<file path="src/rtl/ram_arbiter.sv">
// ---------------------------------------------------------------------------
// ram_arbiter
//   Shares one single-port mock_ram between N_REQ requesters. Each requester
//   has a valid/ready request channel. At most one request is granted per
//   cycle. In-flight reads are tracked through a LATENCY-deep tag pipeline so
//   that ram dout is returned to the issuing requester with a resp_valid
//   pulse.
//
//   Configuration macro: RAM_ARB_FIXED_PRIO_EN
//     defined   -> fixed priority, the lowest-index valid requester wins and
//                  no pointer register exists
//     undefined -> round-robin with a last-granted pointer (default)
//
// Ports
//   clk          clock
//   rstn         asynchronous active-low reset
//   req_valid    [N_REQ]          request present, per requester
//   req_ready    [N_REQ]          request accepted this cycle (one-hot/zero)
//   req_write    [N_REQ]          1 = write, 0 = read
//   req_addr     [N_REQ*W_ADDR]   packed request addresses
//   req_wdata    [N_REQ*W_DATA]   packed write data
//   resp_valid   [N_REQ]          read data valid, per requester
//   resp_rdata   [W_DATA]         read data shared by all requesters
//   ram_write_en                  to mock_ram write_en
//   ram_addr     [W_ADDR]         to mock_ram addr
//   ram_din      [W_DATA]         to mock_ram din
//   ram_dout     [W_DATA]         from mock_ram dout
// ---------------------------------------------------------------------------
module ram_arbiter #(
    parameter int W_DATA  = 8,
    parameter int DEPTH   = 256,
    parameter int LATENCY = 1,
    parameter int N_REQ   = 2
) (
    input  logic                              clk,
    input  logic                              rstn,
    input  logic [N_REQ-1:0]                  req_valid,
    output logic [N_REQ-1:0]                  req_ready,
    input  logic [N_REQ-1:0]                  req_write,
    input  logic [N_REQ*$clog2(DEPTH)-1:0]    req_addr,
    input  logic [N_REQ*W_DATA-1:0]           req_wdata,
    output logic [N_REQ-1:0]                  resp_valid,
    output logic [W_DATA-1:0]                 resp_rdata,
    output logic                              ram_write_en,
    output logic [$clog2(DEPTH)-1:0]          ram_addr,
    output logic [W_DATA-1:0]                 ram_din,
    input  logic [W_DATA-1:0]                 ram_dout
);

    localparam int W_ADDR = $clog2(DEPTH);
    localparam int W_ID   = $clog2(N_REQ);

    logic              w_any;
    logic [W_ID-1:0]   w_gnt_id;
    logic              w_xfer;
    logic              w_rd_xfer;
    logic              w_sel_write;
    logic [W_ADDR-1:0] w_sel_addr;
    logic [W_DATA-1:0] w_sel_wdata;

`ifdef RAM_ARB_FIXED_PRIO_EN
    // Fixed priority: scan from the top so the lowest valid index is the last write.
    always_comb begin
        w_any    = 1'b0;
        w_gnt_id = '0;
        for (int i = N_REQ - 1; i >= 0; i--) begin
            if (req_valid[i]) begin
                w_any    = 1'b1;
                w_gnt_id = W_ID'(i);
            end else begin
                w_any    = w_any;
            end
        end
    end
`else
    logic [W_ID-1:0] r_ptr;
    logic [W_ID-1:0] w_cand;

    // Round-robin: candidates ptr+N_REQ down to ptr+1, so the nearest one after
    // the pointer is the last assignment and wins.
    always_comb begin
        w_any    = 1'b0;
        w_gnt_id = '0;
        w_cand   = '0;
        for (int k = N_REQ; k >= 1; k--) begin
            w_cand = W_ID'((int'(r_ptr) + k) % N_REQ);
            if (req_valid[w_cand]) begin
                w_any    = 1'b1;
                w_gnt_id = w_cand;
            end else begin
                w_any    = w_any;
            end
        end
    end

    // Last-granted pointer; reset to N_REQ-1 so requester 0 is searched first.
    always_ff @(posedge clk or negedge rstn) begin
        if (!rstn) begin
            r_ptr <= W_ID'(N_REQ - 1);
        end else if (w_xfer) begin
            r_ptr <= w_gnt_id;
        end else begin
            r_ptr <= r_ptr;
        end
    end
`endif

    // Gating with rstn keeps the request side and RAM side quiet while reset is held.
    assign w_xfer    = rstn & w_any;
    assign w_rd_xfer = w_xfer & ~w_sel_write;

    // Select the granted requester's write flag, address and data.
    always_comb begin
        w_sel_write = 1'b0;
        w_sel_addr  = '0;
        w_sel_wdata = '0;
        for (int i = 0; i < N_REQ; i++) begin
            if (w_gnt_id == W_ID'(i)) begin
                w_sel_write = req_write[i];
                w_sel_addr  = req_addr[i*W_ADDR +: W_ADDR];
                w_sel_wdata = req_wdata[i*W_DATA +: W_DATA];
            end else begin
                w_sel_write = w_sel_write;
            end
        end
    end

    // Ready is one-hot on the granted requester and zero when nothing transfers.
    always_comb begin
        req_ready = '0;
        for (int i = 0; i < N_REQ; i++) begin
            req_ready[i] = w_xfer && (w_gnt_id == W_ID'(i));
        end
    end

    // RAM drive is zeroed whenever no transfer takes place.
    always_comb begin
        if (w_xfer) begin
            ram_write_en = w_sel_write;
            ram_addr     = w_sel_addr;
            ram_din      = w_sel_wdata;
        end else begin
            ram_write_en = 1'b0;
            ram_addr     = '0;
            ram_din      = '0;
        end
    end

    assign resp_rdata = ram_dout;

    generate
        if (LATENCY == 0) begin : g_lat0
            // Zero latency: the response is the read transfer itself.
            always_comb begin
                resp_valid = '0;
                if (w_rd_xfer) begin
                    resp_valid[w_gnt_id] = 1'b1;
                end else begin
                    resp_valid = '0;
                end
            end
        end else begin : g_pipe
            logic [LATENCY-1:0] r_tag_vld;
            logic [W_ID-1:0]    r_tag_id [LATENCY];

            // Tag shift register mirroring mock_ram's read delay; reset drops in-flight reads.
            always_ff @(posedge clk or negedge rstn) begin
                if (!rstn) begin
                    r_tag_vld <= '0;
                    for (int i = 0; i < LATENCY; i++) begin
                        r_tag_id[i] <= '0;
                    end
                end else begin
                    r_tag_vld[0] <= w_rd_xfer;
                    r_tag_id[0]  <= w_gnt_id;
                    for (int i = 1; i < LATENCY; i++) begin
                        r_tag_vld[i] <= r_tag_vld[i-1];
                        r_tag_id[i]  <= r_tag_id[i-1];
                    end
                end
            end

            // Decode the tag leaving the pipeline into a per-requester pulse.
            always_comb begin
                resp_valid = '0;
                if (r_tag_vld[LATENCY-1]) begin
                    resp_valid[r_tag_id[LATENCY-1]] = 1'b1;
                end else begin
                    resp_valid = '0;
                end
            end
        end
    endgenerate

endmodule

</file>
<file path="config.mk">
export PLATFORM = sky130hd
export DESIGN_NAME = ram_arbiter
export DESIGN_NICKNAME = d
export VERILOG_FILES = /design/src/rtl/ram_arbiter.sv
export SDC_FILE = /design/constraint.sdc
export NUM_CORES = 1
export LEC_CHECK = 0
export CORE_MARGIN = 2
export CORE_UTILIZATION = 28
export CTS_BUF_LIST = sky130_fd_sc_hd__clkbuf_8 sky130_fd_sc_hd__clkbuf_16
export CTS_CLUSTER_SIZE = 24
export DETAILED_ROUTE_END_ITERATION = 8
export PLACE_DENSITY = 0.81
export REMOVE_ABC_BUFFERS = 1
export SLEW_MARGIN = 20
export SYNTH_ARGS = -nofsm -noshare
export SYNTH_HDL_FRONTEND = slang
export SYNTH_SLANG_ARGS = --single-unit
</file>
<file path="constraint.sdc">
create_clock -name clk -period 1.3 [get_ports clk]
set_input_delay 0.195 -clock clk [delete_from_list [all_inputs] [get_ports clk]]
set_output_delay 0.195 -clock clk [all_outputs]
set_load 0.005 [all_outputs]
</file>
Word-level counts from Yosys, hierarchy flattened
Index checks and enable logic that the tools add are counted.
- add/sub/neg operators: 2
- $lt $le $gt $ge: 4
- muxes and demuxes: 17
- bitwise logic cells: 4
- reductions and logical operators: 3
- operators by type and width (cell ; count):
    $mux W8 ; 4
    $mux W1 ; 11
    $lt A1 B2 Y1 const B ; 3
    $logic_and A1 B1 Y1 ; 3
    $add A1 B1 Y1 const B ; 2
    $and A1 B1 Y1 ; 2
    $mux W2 ; 1
    $not A1 Y1 ; 2
    $demux W1 S1 ; 1
    $ge A1 B1 Y1 const B ; 1
- flip-flop bits (word level): 3
- logic and storage cells: 33

Depth between registers and ports, before layout
- word-level depth: 8
- mapped depth: 4
- depth with buffers taken out: 3

Least setup slack after synthesis
Ideal clock, no wire load.
- path kind: flip-flop to output port
- from: reg r_ptr
- to: out ram_addr[1]
- arrival time: 1.003 ns
- data required time: 1.105 ns
- slack: 0.102 ns
- cell stages (with the launch flop): 4
- path buffers: 1
- cells stage by stage: dfstp_2 > nor2b_1 > buf_4 > o32ai_2
- longest elaborated chain between the ends: 7
- elaborated cells on any way between the ends: 13
- classes of those cells: add/sub: 2; mux: 10; bitwise: 1
- ends and longest elaborated chain (element ; line ; RTL):
    from (decl) ; 76 ; logic [W_ID-1:0] r_ptr;
    from (signal assigned) ; 99 ; r_ptr <= W_ID'(N_REQ - 1);
    from (signal assigned) ; 101 ; r_ptr <= w_gnt_id;
    from (signal assigned) ; 103 ; r_ptr <= r_ptr;
    $add A1 B1 Y1 ; 86 ; w_cand = W_ID'((int'(r_ptr) + k) % N_REQ);
    $mux W1 (implied by the code) (2 in a row) ; 87 ; if (req_valid[w_cand]) begin
    $mux W1 (2 in a row) ; 87 ;
    $mux W8 or $and A1 B1 Y1 (tied branches) ; 118, 109 ;
    $mux W8 * ; 138 ; if (w_xfer) begin
    to (decl) ; 45 ; output logic [$clog2(DEPTH)-1:0] ram_addr,
Every way passes the cells marked *; elsewhere a longest branch is shown, timed or not. The select of a mux whose other input is x is not followed.

Final worst setup path
- from: reg r_ptr
- to: out ram_addr[0]
Same word-level chain as after synthesis.

==> impl_metrics.yaml <==
run_status:
  status: "finished, violations left"
  violations: "negative setup slack"
layout:
  final_nets: 194
  final_core_util_pct: 60.5
  multiInputGateArea_um2: 504
  seq_area_um2: 76.3
  n_fill_cell: 213
  antenna_cells: 0
  drive_above_1_share_pct: 40.8
  synthToLayoutAreaGrowth_pct: 99.5
critical_path:
  worstPathRequired_ps: 1110
  path_max_fanout: 7
  start_kind: "flop"
  r2r-end: "g_pipe.r_tag_vld"
  r2r_cells: 5
  crit_chain: "buf_6 -> nor2b_4 -> buf_4 -> o32ai_2 -> buf_2"
  end_kind: "primary output"
  rrSetupSlack_ps: 40
  cpMaxStageDelayCell: "dfstp_2"
  worstSetupPathType: "flop to primary output"
  reg2reg_from: "r_ptr"
  arrival_ps: 1460
  cpPeakStageDelay_ps: 560
die:
  initial_utilization_pct: 30.4
  die_x_um: 53.4
  placementRows: 17
  core-area_um2: 2250
  dieArea_um2: 2860
  pin_count: 75
  fp.dieH_um: 53.4
synthesis:
  seq_area_frac_synth_pct: 11.2
  synthesis.area_um2: 684
  postSynthAreaPerCell_um2: 8.15
  synth_warnings: 0
  ys_ff_latch: 3
  synthDistinctLibCells: 16
  synth_area_leaders: "o32ai_2 (31%), nand2_1 (19%), buf_4 (9.9%)"
  netlist.area_leader.share_pct: 30.9
  netlist_instances: 84
  yosys.area.top_type: "o32ai_2"
sta:
  slew_viol_final: 0
  setup_viol: 19
  skew_ps: 2.33
  grt_setup_unrepaired: "yes"
  hold_viol_final: 0
  tns_ps: -5480
  tightestPinTransition_ps: 313
  fin_hold_ws_ps: 249
  setup_ws_ps: -351
  finalCritPeriodShare_pct: 127
  slew_headroom_pct: 79.0
  final.min_clock_period_ps: 1650
  fmax_ghz: 0.606
route:
  drt-initial-drc-count: 6
  vias: 879
  drc: 0
  antenna_left: 0
  drt-pass1-iter-count: 4
  drt-total-wl_um: 2530
  routedWlPerCell_um: 14.4
  vias_per_cell: 5.02
cts:
  clk_pin_slew_ps: 30
  cts_tree: "yes"
  cts_root_buf: "clkbuf_8"
  postCtsHoldBufs: 0
  cts_made_buffers: 3
  clk_path_buf_depth: 2
  cts_sinks: 3
  clk_latency_ps: 220
  h-tree-depth: 1
place:
  place_congestion: 0.609
  place_hpwl_um: 1540
  portBuffers: 58
  pre_cts_slack_ps: -1090
global_routing:
  first_global_vias: 879
  track_usage_pct: 19.9
  overflow: 0
  grt_pass1_wl_um: 4000
  antenna_found_initial: 0
  grt_start_max_net_pins: 21
pwr:
  p_leak_nw: 0.614
  p_per_area_nw_per_um2: 698
  peakVddDrop_v: 0.000501
  power_w: 0.000952
worst_hold_path:
  hold_class: "input port to asynchronous set/reset pin"
flow_run:
  max_cap_viol_count: 0
-- worst max-delay path: cells and delay by family (launching register included) --
family / cells / cell delay (ps)
flops: 1 / 560
compound gates: 1 / 220
buf+inv: 3 / 400
simple gates: 1 / 60
-- final cells by class --
type	instances	share of cell area, %
clock buffer	3	3.02
clock inverter	1	0.275
inverter	2	0.917
multi-input combinational	64	36.9
sequential	3	5.59
tap	28	2.57
timing repair buffer	74	50.7
-- synthesized netlist by cell type, drive strengths merged --
cell     n
nand2   35
o32ai   18
buf     17
and2     2
dfrtp    2
inv      2
nand2b   2
nor2b    2
a21bo    1
a22o     1
dfstp    1
nor2     1
-- flip-flops by register name, summed over array words and instances (netlist names) --
register          cells
r_ptr                 1
g_pipe.r_tag_vld      1
g_pipe.r_tag_id       1
-- worst max-delay path by stage --
stage	from	end	slack, ps	cells after the start
2_1_floorplan	r_ptr	ram_addr[7]	-520	2
3_3_place_gp	req_valid[1]	ram_din[5]	-1050	4
3_5_place_dp	req_valid[1]	ram_din[6]	-1090	4
4_1_cts	r_ptr	ram_addr[3]	-350	6
5_1_grt	r_ptr	ram_addr[0]	-390	5
6_report	r_ptr	ram_addr[0]	-350	5
-- cells in the final DEF (no fill, tap or decap), drive strengths merged --
cell type,synthesis,layout
clkbuf,0,3
nor2,1,1
clkdlybuf4s50,0,34
dfrtp,2,2
o32ai,18,18
inv,2,3
dfstp,1,1
nand2b,2,2
a21bo,1,1
bufbuf,0,1
dlygate4sd2,0,5
a22o,1,1
nand2,35,35
and2,2,2
buf,17,34
nor2b,2,4
-- power by group --
part | switching [W] | internal, W
sequential | 0.0000106 | 0.000110
clock | 0.0000741 | 0.000202
combinational | 0.000219 | 0.000336
-- routing by layer --
layer  global-route usage [%]  part of all wire [%]  up-vias
met5                        0                     0        -
met4                     8.97                   1.7        0
met3                     6.78                   7.5        6
met2                     33.3                    52       47
met1                     22.4                    39      405
li1                         -                     -      421
-- per-stage QoR --
step | instance area, µm² | instances
3_3_place_gp | 1210 | 158
5_1_grt | 1370 | 175
6_report | 1370 | 175
4_1_cts | 1380 | 175
3_5_place_dp | 1210 | 158
2_1_floorplan | 531 | 67
-- cells by family (layout without fill, tap and decap cells) --
kind of cell | Yosys count | count (layout) | synth area share [%]
AO/OA/AOI/OAI | 20 | 20 | 40.0
buffers and inverters | 19 | 80 | 23.6
AND/OR/NAND/NOR | 42 | 44 | 25.2
flip-flops | 3 | 3 | 11.2
-- timing repair --
item,in CTS,in global routing
endpoints found under the setup margin,23,19
pin swaps,3,4
resized for setup,94,4
cloned,5,0
setup buffers,8,2
Note: power is estimated with default switching activity, not from simulation.
